**src/rtl/win_div_32_16_signed.sv**
```systemverilog
// Sequential signed divider: 32-bit dividend / 16-bit divisor -> 16-bit quotient and remainder.
// Radix-2 restoring division on magnitudes, one quotient bit per clock, start/busy/done handshake.
`timescale 1ns/1ps
module win_div_32_16_signed #(
    parameter bit SATURATE = 1'b1
) (
    input  logic        clk,
    input  logic        rst,
    input  logic        start,
    input  logic [31:0] div_a,
    input  logic [15:0] div_b,
    output logic        busy,
    output logic        done,
    output logic [15:0] quotient,
    output logic [15:0] remainder,
    output logic        div_by_zero,
    output logic        overflow
);
    localparam int DATA_W = 32;
    localparam int COEF_W = 16;

    typedef enum logic [1:0] {IDLE, CALC, FIN} state_t;

    state_t              state;
    logic [4:0]          iter;
    logic                sign_q;
    logic                sign_r;
    logic                zero_div;
    logic [DATA_W-1:0]   mag_a;
    logic [DATA_W-1:0]   quo_mag;
    logic [COEF_W:0]     mag_b;
    logic [COEF_W:0]     part_rem;
    logic [COEF_W:0]     shifted;
    logic [COEF_W:0]     diff;
    logic                fits;
    logic [COEF_W-1:0]   q_next;
    logic [COEF_W-1:0]   r_next;
    logic                ov_next;

    // |a| as unsigned: 0x80000000 maps to 2^31, which still fits in 32 bits.
    function automatic logic [DATA_W-1:0] abs_dividend(input logic signed [DATA_W-1:0] v);
        logic [DATA_W-1:0] neg;
        neg = DATA_W'(-v);
        return v[DATA_W-1] ? neg : DATA_W'(v);
    endfunction

    function automatic logic [COEF_W:0] abs_divisor(input logic signed [COEF_W-1:0] v);
        logic signed [COEF_W:0] ext;
        ext = {v[COEF_W-1], v};
        return ext[COEF_W] ? (COEF_W+1)'(-ext) : (COEF_W+1)'(ext);
    endfunction

    function automatic logic out_of_range(input logic [DATA_W-1:0] mag, input logic neg);
        return neg ? (mag > 32'd32768) : (mag > 32'd32767);
    endfunction

    // Signed quotient, clamped to the 16-bit range when saturation is enabled.
    function automatic logic [COEF_W-1:0] sat_quotient(input logic [DATA_W-1:0] mag,
                                                       input logic neg);
        logic [DATA_W-1:0] signed_q;
        signed_q = neg ? DATA_W'(-mag) : mag;
        if (SATURATE && out_of_range(mag, neg))
            return neg ? 16'h8000 : 16'h7FFF;
        return signed_q[COEF_W-1:0];
    endfunction

    function automatic logic [COEF_W-1:0] signed_remainder(input logic [COEF_W:0] mag,
                                                           input logic neg);
        logic [COEF_W-1:0] low;
        low = mag[COEF_W-1:0];
        return neg ? COEF_W'(-low) : low;
    endfunction

    always_comb begin
        shifted = {part_rem[COEF_W-1:0], mag_a[DATA_W-1]};
        fits    = (shifted >= mag_b);
        diff    = shifted - mag_b;
        if (zero_div) begin
            q_next  = sign_r ? 16'h8000 : 16'h7FFF;
            r_next  = '0;
            ov_next = 1'b0;
        end else begin
            q_next  = sat_quotient(quo_mag, sign_q);
            r_next  = signed_remainder(part_rem, sign_r);
            ov_next = out_of_range(quo_mag, sign_q);
        end
    end

    // Datapath: operands captured on accept, one restoring step per CALC cycle.
    always_ff @(posedge clk) begin
        if (state == IDLE && start) begin
            sign_q   <= div_a[DATA_W-1] ^ div_b[COEF_W-1];
            sign_r   <= div_a[DATA_W-1];
            zero_div <= (div_b == '0);
            mag_a    <= abs_dividend(div_a);
            mag_b    <= abs_divisor(div_b);
            part_rem <= '0;
            quo_mag  <= '0;
        end else if (state == CALC) begin
            mag_a    <= {mag_a[DATA_W-2:0], 1'b0};
            part_rem <= fits ? diff : shifted;
            quo_mag  <= {quo_mag[DATA_W-2:0], fits};
        end
    end

    // Control and registered outputs; results only change at the FIN->IDLE edge.
    always_ff @(posedge clk or posedge rst) begin
        if (rst) begin
            state       <= IDLE;
            iter        <= '0;
            busy        <= 1'b0;
            done        <= 1'b0;
            quotient    <= '0;
            remainder   <= '0;
            div_by_zero <= 1'b0;
            overflow    <= 1'b0;
        end else begin
            done <= 1'b0;
            case (state)
                IDLE: begin
                    if (start) begin
                        state <= CALC;
                        iter  <= '0;
                        busy  <= 1'b1;
                    end
                end
                CALC: begin
                    iter <= iter + 5'd1;
                    if (iter == 5'd31)
                        state <= FIN;
                end
                FIN: begin
                    state       <= IDLE;
                    busy        <= 1'b0;
                    done        <= 1'b1;
                    quotient    <= q_next;
                    remainder   <= r_next;
                    div_by_zero <= zero_div;
                    overflow    <= ov_next;
                end
                default: state <= IDLE;
            endcase
        end
    end

endmodule

```
**config.mk**
```make
export PLATFORM = sky130hd
export DESIGN_NAME = win_div_32_16_signed
export DESIGN_NICKNAME = d
export VERILOG_FILES = /design/src/rtl/win_div_32_16_signed.sv
export SDC_FILE = /design/constraint.sdc
export NUM_CORES = 1
export LEC_CHECK = 0
export CORE_MARGIN = 4
export CORE_UTILIZATION = 50
export CTS_CLUSTER_SIZE = 25
export DETAILED_ROUTE_END_ITERATION = 16
export PLACE_DENSITY = 0.73
export SLEW_MARGIN = 15
export SYNTH_ARGS = -nofsm -noshare
export SYNTH_HDL_FRONTEND = slang
export SYNTH_SLANG_ARGS = --single-unit
```
**constraint.sdc**
```tcl
create_clock -name clk -period 3.3 [get_ports clk]
set_clock_uncertainty 0.05 [all_clocks]
set_input_delay 0.99 -clock clk [delete_from_list [all_inputs] [get_ports clk]]
set_output_delay 0.99 -clock clk [all_outputs]
set_load 0.02 [all_outputs]
```
==> results.json <==
{
  "via_per_inst": 5.43,
  "rows": 45,
  "ys_warn_count": 0,
  "cap_violations": 0,
  "clock_sinks": 143,
  "maxSlewViolCount": 0,
  "wl_per_cell_um": 14.4,
  "timing.final.crit_share": 0.962,
  "ys_top_cells_by_count": "177 x nand2_1, 104 x o21ai_0, 52 x edfxtp_1, 48 x dfxtp_1, 48 x xor2_1",
  "grt_max_degree": 98,
  "first_iter_violations": 523,
  "die_w_um": 134,
  "start_util": 0.514,
  "synth.most_common_cell": "nand2_1",
  "vdd_drop_max_v": 0.000481,
  "fin_crit_ns": 3.17,
  "worstPathRequired_ns": 3.42,
  "critical_path_peak_fanout": 3,
  "h-tree-depth": 4,
  "routed_wl_mm": 17.5,
  "core_um2": 15300,
  "crit_arrival_ns": 3.29,
  "synth-edff-count": 52,
  "globalplace.congestion": 0.901,
  "finalSetupViolations": 0,
  "endpoint_kind": "register",
  "antenna_found_initial": 0,
  "port_buffers": 86,
  "fillers": 1277,
  "ys.flop_type": "edfxtp_1",
  "area_growth_pct": 25.2,
  "ctsRootBufferMaster": "clkbuf_16",
  "slew_headroom": 0.313,
  "cts_buffers": 17,
  "drc_errors": 0,
  "fin_ws_ns": 0.126,
  "cp_cell_sequence": "clkdlybuf4s50_1, or4_4, nor4_4, nand4_2, or4_4, o31ai_4, xor2_1, o21ai_1",
  "cts_tree": "done",
  "gr-usage-all-layers": 0.200,
  "seq_area_frac_synth": 0.457,
  "crit_path_frequent_cell": "or4_4",
  "syn_area_per_cell_um2": 8.87,
  "drive_gt1_frac": 0.0933,
  "die-height_um": 134,
  "synthesis.nets": 963,
  "power_mw": 8.25,
  "start_kind": "input port",
  "synth_area_leaders": "edfxtp_1 20%, dfrtp_1 14%, dfxtp_1 12%",
  "syn_inst": 888,
  "clk_path_buf_depth": 2,
  "dieArea_um2": 17800,
  "p_per_area_nw_per_um2": 836,
  "worstMarginPinSlew_ns": 1.03,
  "path_buf_inv": 1,
  "whs_ns": 0.406,
  "preCtsSetupSlack_ns": -0.302,
  "postCtsSetupBuffers": 0,
  "hold_class": "reg2reg",
  "dr.pass1.iters": 5,
  "rsz0062_at_grt": "no",
  "synth_area_um2": 7880,
  "vias": 6613,
  "pin_count": 87,
  "tns_ns": 0,
  "yosys.area.top_type": "edfxtp_1",
  "cpPeakStageDelay_ns": 0.56,
  "synth_seq_cells": 143,
  "hpwlAfterDp_mm": 12.4,
  "power_leakage_nw": 4.14,
  "diodes": 0,
  "hold_buffers": 0,
  "synth_cell_types": 64,
  "critPathTopFamily": "simple AND/OR/NAND/NOR gates",
  "status": "completed",
  "clk_latency_ns": 0.43,
  "grt_pass1_vias": 6109,
  "grt_pass1_wl_mm": 29.4,
  "critical_path_class": "in2reg",
  "antenna_left": 0,
  "netlist.area_leader.share": 0.198,
  "hold_viol": 0,
  "slowest_stage": "or4_4",
  "clkSlewWorstSetupHoldPaths_ns": 0.06,
  "fin_nets": 1069,
  "async_flop_share": 0.301,
  "grt_overflow": 0,
  "fmax_mhz": 315
}
metrics by stage:
stage	std cells	util	cell area, µm²
floorplan	888	-	7880
global placement	1186	0.601	9200
detailed placement	1186	0.601	9200
CTS	1218	0.643	9850
global route	1218	0.644	9860
finish	1218	0.644	9860
sequential cells by signal, summed over array words and instances (netlist names):
signal and count:
busy 1, div_by_zero 1, done 1, iter 5, mag_a 32, mag_b 17, overflow 1, part_rem 16
quo_mag 32, quotient 16, remainder 16, sign_q 1, sign_r 1, state 2, zero_div 1
power breakdown:
part / internal (mW) / switching, mW
combinational: 1.30 / 1.80
clock: 1.31 / 0.750
sequential: 2.56 / 0.528
total: 5.18 / 3.07
final cells by class:
cell class | instances | area, µm² | share of cell area
Inverter | 35 | 131 | 0.0133
Tap cell | 211 | 264 | 0.0268
Clock inverter | 10 | 115 | 0.0117
Clock buffer | 22 | 539 | 0.0547
Timing Repair Buffer | 131 | 1220 | 0.124
Multi-Input combinational cell | 666 | 3990 | 0.405
Sequential cell | 143 | 3600 | 0.365
metal layers:
layer | GRT usage | wire (µm) | up-vias | part of all wire
li1 | - | - | 3356 | -
met1 | 0.280 | 8500 | 3047 | 0.48
met2 | 0.308 | 7790 | 185 | 0.44
met3 | 0.0427 | 891 | 25 | 0.051
met4 | 0.0714 | 360 | 0 | 0.021
met5 | 0 | 0 | - | 0
placed cells by master, fill, tap and decap left out, types with 21 or more instances in the layout:
cell type        instances
buf_4                   43
nand2_1                177
dfrtp_1                 43
nor2_1                  36
a21oi_1                 38
inv_1                   34
clkdlybuf4s50_1         86
xor2_1                  48
dfxtp_1                 48
clkbuf_16               21
edfxtp_1                52
xnor2_1                 25
ha_1                    23
o21ai_0                104
nand3_1                 43
path summary, 6_finish.rpt:
path	from	endpoint	slack [ns]	cells past startpoint
min	quo_mag[21]	quo_mag[22]	0.41	2
min in group asynchronous	rst	remainder[2]	0.73	2
max	div_a[14]	mag_a[26]	0.13	8
max reg2reg	part_rem[2]	part_rem[9]	0.56	10
max in group asynchronous	rst	iter[0]	1.94	3
min reg2reg	quo_mag[21]	quo_mag[22]	0.41	2
worst reg2reg max path, cell delays in order, from the launching register on:
cell and delay (ns):
dfxtp_1 0.40, ha_1 0.46, nand2_1 0.08, a21oi_1 0.26, nor3_1 0.14, o31a_1 0.35
o21ai_2 0.13, buf_4 0.31, nand3_1 0.12, mux2_2 0.29, o211ai_1 0.08
logic make-up after synthesis:
kind of cell,after synthesis,synth area share
other,1,0.000476
and+or+nand+nor,338,0.199
buffers and inverters,79,0.0384
muxes,16,0.0205
xor gates and xnor gates,73,0.0812
AOI/OAI and AO/OA,214,0.164
DFF,143,0.457
adders and majority gates,24,0.0391
what timing repair did:
item | in CTS | in global routing
setup endpoints to repair | 0 | 3
resized for setup | 0 | 2
endpoints found under the hold margin | 0 | 0
No activity file was read; power rests on OpenSTA's default activity.
